**src/rtl/softmax_pkg.sv**
```systemverilog
// Shared types and helpers for the softmax front-end.
// Scores are signed S9Q10.
package softmax_pkg;

    localparam int SCORE_W    = 20;
    localparam int SCORE_FRAC = 10;

    localparam logic signed [SCORE_W-1:0] S9Q10_MIN = -20'sd524288;

    typedef enum logic {
        LOAD,
        EMIT
    } state_t;

    // a - b at SCORE_W+1 bits, clamped back into SCORE_W
    function automatic logic signed [SCORE_W-1:0] sat_sub(
        input logic signed [SCORE_W-1:0] a,
        input logic signed [SCORE_W-1:0] b
    );
        logic signed [SCORE_W:0] d;
        d = {a[SCORE_W-1], a} - {b[SCORE_W-1], b};
        if (d[SCORE_W] != d[SCORE_W-1])
            sat_sub = d[SCORE_W] ? S9Q10_MIN : ~S9Q10_MIN;
        else
            sat_sub = d[SCORE_W-1:0];
    endfunction

endpackage

```
**src/rtl/softmax_row_buf.sv**
```systemverilog
// Row buffer: one write port, one synchronous read port.
// No reset on the array so it maps onto block RAM.
module softmax_row_buf #(
    parameter int DATA_W  = 20,
    parameter int MAX_LEN = 64,
    parameter int ADDR_W  = $clog2(MAX_LEN)
) (
    input  logic              clk,
    input  logic              we,
    input  logic [ADDR_W-1:0] waddr,
    input  logic [DATA_W-1:0] wdata,
    input  logic              re,
    input  logic [ADDR_W-1:0] raddr,
    output logic [DATA_W-1:0] rdata
);

    logic [DATA_W-1:0] mem [MAX_LEN];

    always_ff @(posedge clk) begin
        if (we)
            mem[waddr] <= wdata;
        if (re)
            rdata <= mem[raddr];
    end

endmodule

```
**src/rtl/softmax_row_max_sub.sv**
```systemverilog
// Softmax front-end: buffers one row, finds its max, then
// streams saturated (x - max) to the exp stage.
module softmax_row_max_sub
    import softmax_pkg::*;
#(
    parameter int  DATA_W  = 20,
    parameter int  MAX_LEN = 64,
    localparam int ADDR_W  = $clog2(MAX_LEN)
) (
    input  logic              clk,
    input  logic              rst_n,
    input  logic              s_valid,
    output logic              s_ready,
    input  logic [DATA_W-1:0] s_data,
    input  logic              s_last,
    output logic              m_valid,
    input  logic              m_ready,
    output logic [DATA_W-1:0] m_data,
    output logic              m_last,
    output logic [ADDR_W:0]   m_row_len,
    output logic              ovf_err
);

    state_t state_q, state_d;

    logic [ADDR_W-1:0]        wr_cnt;
    logic [ADDR_W:0]          rd_cnt;
    logic [ADDR_W:0]          row_len;
    logic signed [DATA_W-1:0] max_q;

    logic        accept, full, row_end;
    logic        pop, issue, out_free;
    logic [1:0]  occ;

    logic [DATA_W-1:0]        ram_q;
    logic signed [DATA_W-1:0] rd_data;
    logic                     rd_v, rd_last;
    logic [DATA_W-1:0]        skid_data;
    logic                     skid_v, skid_last;

    assign s_ready   = rst_n && (state_q == LOAD);
    assign m_row_len = row_len;
    assign full      = (wr_cnt == ADDR_W'(MAX_LEN - 1));
    assign pop       = m_valid & m_ready;
    assign out_free  = ~m_valid | m_ready;
    assign rd_data   = sat_sub(ram_q, max_q);

    // Items already committed downstream of the read issue point
    assign occ = {1'b0, rd_v} + {1'b0, m_valid}
               + {1'b0, skid_v} - {1'b0, pop};

    always_comb begin
        state_d = state_q;
        accept  = 1'b0;
        row_end = 1'b0;
        issue   = 1'b0;
        unique case (state_q)
            LOAD: begin
                accept  = s_valid & s_ready;
                row_end = accept & (s_last | full);
                if (row_end)
                    state_d = EMIT;
            end
            EMIT: begin
                issue = (rd_cnt != row_len) && (occ < 2'd2);
                if (pop && m_last)
                    state_d = LOAD;
            end
            default: state_d = LOAD;
        endcase
    end

    softmax_row_buf #(
        .DATA_W  (DATA_W),
        .MAX_LEN (MAX_LEN),
        .ADDR_W  (ADDR_W)
    ) u_buf (
        .clk   (clk),
        .we    (accept),
        .waddr (wr_cnt),
        .wdata (s_data),
        .re    (issue),
        .raddr (rd_cnt[ADDR_W-1:0]),
        .rdata (ram_q)
    );

    always_ff @(posedge clk or negedge rst_n) begin
        if (!rst_n) begin
            state_q <= LOAD;
            wr_cnt  <= '0;
            rd_cnt  <= '0;
            row_len <= '0;
            max_q   <= '0;
            ovf_err <= 1'b0;
            rd_v    <= 1'b0;
            rd_last <= 1'b0;
        end else begin
            state_q <= state_d;
            ovf_err <= accept & full & ~s_last;
            if (accept) begin
                if (wr_cnt == '0 || $signed(s_data) > max_q)
                    max_q <= s_data;
                wr_cnt <= row_end ? '0 : wr_cnt + 1'b1;
            end
            if (row_end)
                row_len <= {1'b0, wr_cnt} + 1'b1;
            if (pop && m_last)
                rd_cnt <= '0;
            else if (issue)
                rd_cnt <= rd_cnt + 1'b1;
            rd_v    <= issue;
            rd_last <= issue && (rd_cnt == row_len - 1'b1);
        end
    end

    // Read stage never stalls; the skid absorbs it when output is held
    always_ff @(posedge clk or negedge rst_n) begin
        if (!rst_n) begin
            m_valid   <= 1'b0;
            m_data    <= '0;
            m_last    <= 1'b0;
            skid_v    <= 1'b0;
            skid_data <= '0;
            skid_last <= 1'b0;
        end else if (out_free) begin
            if (skid_v) begin
                m_valid   <= 1'b1;
                m_data    <= skid_data;
                m_last    <= skid_last;
                skid_v    <= rd_v;
                skid_data <= rd_data;
                skid_last <= rd_last;
            end else begin
                m_valid <= rd_v;
                m_data  <= rd_v ? rd_data : '0;
                m_last  <= rd_v & rd_last;
            end
        end else if (rd_v) begin
            skid_v    <= 1'b1;
            skid_data <= rd_data;
            skid_last <= rd_last;
        end
    end

endmodule
```
**config.mk**
```make
export PLATFORM = sky130hd
export DESIGN_NAME = softmax_row_max_sub
export DESIGN_NICKNAME = d
export VERILOG_FILES = /design/src/rtl/softmax_pkg.sv /design/src/rtl/softmax_row_buf.sv /design/src/rtl/softmax_row_max_sub.sv
export SDC_FILE = /design/constraint.sdc
export NUM_CORES = 2
export LEC_CHECK = 0
export CAP_MARGIN = 20
export CORE_ASPECT_RATIO = 0.9
export CORE_MARGIN = 8
export CORE_UTILIZATION = 50
export DETAILED_ROUTE_END_ITERATION = 16
export PLACE_DENSITY = 0.68
export SLEW_MARGIN = 20
export SYNTH_ARGS = -nofsm -noshare
export SYNTH_HDL_FRONTEND = slang
export SYNTH_SLANG_ARGS = --single-unit
```
**constraint.sdc**
```tcl
create_clock -name clk -period 3.4 [get_ports clk]
set_input_delay 0.68 -clock clk [delete_from_list [all_inputs] [get_ports clk]]
set_output_delay 0.68 -clock clk [all_outputs]
set_load 0.01 [all_outputs]
```
==> impl_metrics.yaml <==
timing:
  fin_crit_sh_pct: 96.1
  maxSlewViolCount: 0
  fin_setup_tns_ns: 0
  finalCriticalPeriod_ns: 3.27
  relSlewSlack_pct: 45.6
  skew_ns: 0.0200
  worst_pin_slew_ns: 0.815
  max_freq_mhz: 306
  finalSetupViolCount: 0
  layout_setup_ws_ns: 0.132
  rsz0062_at_grt: "no"
  hold_violations: 0
pwr:
  power.share.combinational_pct: 33.1
  p_sw_share_pct: 31.5
  finalPower_mw: 52.0
  pwr-share-clk_pct: 28.1
  sequentialPowerShare_pct: 38.8
  p_per_area_nw_per_um2: 826
  cell_internal_pwr_mw: 35.6
  peakVddDrop_mv: 0.550
  leakage_nw: 20.1
  power.switching_mw: 16.4
global_routing:
  met2_usage_pct: 35.4
  grt_start_max_net_pins: 70
  groute.usage.overall_pct: 22.9
  grt.busiest_layer: "met2"
  grt_pass1_vias: 27300
  use_met3_pct: 5.46
  grt_remaining_overflow: 0
  met1_usage_pct: 32.9
  grt_pass1_wl_um: 196000
  antenna_found_initial: 16
cts:
  h-tree-depth: 4
  cts_tree: "done"
  clk_latency_ns: 0.75
  clk_pin_slew_ns: 0.06
  clk_path_buf_depth: 3
  cts_sinks: 1388
  root_buffer: "clkbuf_16"
  cts_made_buffers: 136
place:
  place_ws_ns: 0.0167
  io_buffer_count: 55
  dp_hpwl_um: 81500
  gp_congestion: 0.889
synthesis:
  synth_top_area_cell: "edfxtp_1"
  synth.cell_area_um2: 54900
  synth_area_leaders: "edfxtp_1, mux4_2, dfrtp_1"
  synth-edff-count: 1300
  ys_warn_count: 0
  synth_most_common_cell: "edfxtp_1"
  syn_avg_cell_area_um2: 22.1
  async_reset_ff_share_pct: 6.34
  syn_nets: 2561
  ys_seq_area_share_pct: 75.1
  ys_top_cells_by_count: "edfxtp_1, mux4_2, nor2_1, dfrtp_1, clkbuf_1"
  synth_cell_types: 69
  yosys.area.top_type_share_pct: 71.1
  syn_inst: 2489
  ys_ff_latch: 1388
  synthFlopType: "edfxtp_1"
setup_path:
  cp-end-kind: "flip-flop"
  startpoint_type: "flip-flop"
  path_max_fanout: 13
  critPathArrivalTime_ns: 3.94
  required_ns: 4.07
  critical_path_class: "flip-flop to flip-flop"
status:
  outcome: "finished, final reports clean"
final_layout:
  fin_nets: 2786
  drive_above_1_share_pct: 32.3
  area_growth_syn_to_layout_pct: 14.6
drt:
  ant_nets: 0
  routedWlPerCell_um: 32.1
  routed_wirelength_um: 138000
  drc: 0
  drt_iter0_drc: 3478
  viasPerCell: 6.30
  drt_first_pass_iters: 5
  vias: 27000
floorplanning:
  rows: 115
  fp.dieH_um: 330
  initial_core_util_pct: 50.3
  core_um2: 109000
  io_pins: 56
  die_area_um2: 121000
  die_w_um: 365
run:
  max_cap_violations: 0
hold_path:
  hp-class: "flip-flop to flip-flop"
-- logic make-up after synthesis --
| kind of cell | share of synthesized area (%) |
|---|---|
| AO/OA/AOI/OAI | 2.19 |
| XOR/XNOR | 0.606 |
| adder cells (fa/ha/maj) | 1.14 |
| buffers and inverters | 1.24 |
| flip-flops | 75.1 |
| multiplexers | 17.8 |
| AND/OR/NAND/NOR | 1.92 |
-- power groups by stage --
stage | combinational [mW] | sequential, mW | clock, mW
2_1_floorplan | 11.3 | 20.2 | 0
3_3_place_gp | 16.9 | 20.5 | 0
3_5_place_dp | 17.2 | 20.5 | 0
4_1_cts | 17.2 | 20.2 | 14.8
5_1_grt | 18.2 | 20.3 | 15.4
6_report | 17.2 | 20.2 | 14.6
-- through the flow --
step / hold slack [ns] / instances / cell area, µm² / util (%)
detailed placement: 0.463 / 4037 / 58500 / 53.7
floorplan: 0.384 / 2489 / 54900 / -
global placement: 0.457 / 4037 / 58500 / 53.7
global route: 0.489 / 4284 / 62900 / 57.7
finish: 0.477 / 4287 / 62900 / 57.7
CTS: 0.477 / 4284 / 62900 / 57.7
-- routing by layer --
metal | share of wire [%] | vias up
met5 | 0.012 | -
met2 | 47 | 1309
met3 | 9.4 | 240
met1 | 41 | 14500
met4 | 2.9 | 2
li1 | - | 10900
-- sequential cells by signal, summed over array words and instances (netlist names) --
name,flops
u_buf.mem,1280
m_data,20
max_q,20
skid_data,20
u_buf.rdata,20
m_row_len,7
rd_cnt,7
wr_cnt,6
m_last,1
m_valid,1
ovf_err,1
rd_last,1
rd_v,1
skid_last,1
skid_v,1
state_q,1
-- critical path: stages, from the launching register on --
cell and delay, ns:
dfrtp_1 0.34, inv_1 0.11, ha_1 0.45, nand2_1 0.14
o21a_1 0.22, o311ai_0 0.54, nor2_1 0.10, o31a_1 0.17
or3b_4 0.49, buf_4 0.21, a211o_1 0.25, a21oi_1 0.14
-- layout by cell type, fill, tap and decap left out, drive strengths merged, types with 34 or more instances in the layout --
cell and instances:
edfxtp 1300, mux4 420, buf 181, clkbuf 163, nor2 107, dfrtp 88
clkinv 59, nand2 50, inv 47, ha 46, a21oi 41, clkdlybuf4s50 34
-- final cells by class --
class | count | area [µm²]
clock buffer | 163 | 3600
sequential | 1388 | 41300
inverter | 38 | 143
fill | 7806 | 46200
antenna | 3 | 7.51
multi-input combinational | 934 | 13200
tap | 1462 | 1830
timing repair buffer | 216 | 2170
clock inverter | 83 | 736
-- path summary, 6_finish.rpt --
| check | slack [ns] | end | cells past startpoint | start |
|---|---|---|---|---|
| setup / recovery | 0.13 | m_data[6] | 11 | max_q[13] |
| setup reg to reg | 0.13 | m_data[6] | 11 | max_q[13] |
| max in group asynchronous | 1.70 | rd_cnt[3] | 4 | rst_n |
| hold / removal | 0.48 | skid_data[17] | 2 | skid_data[17] |
| min in group asynchronous | 0.57 | m_data[16] | 3 | rst_n |
| hold reg to reg | 0.48 | skid_data[17] | 2 | skid_data[17] |
-- timing repair --
| item | 4_1_cts | 5_1_grt |
|---|---|---|
| buffers inserted | 0 | 0 |
| hold endpoints to repair | 16 | 0 |
| gates resized for setup | 0 | 0 |
| hold buffers | 1 | 0 |
(Power assumes the default switching activity.)
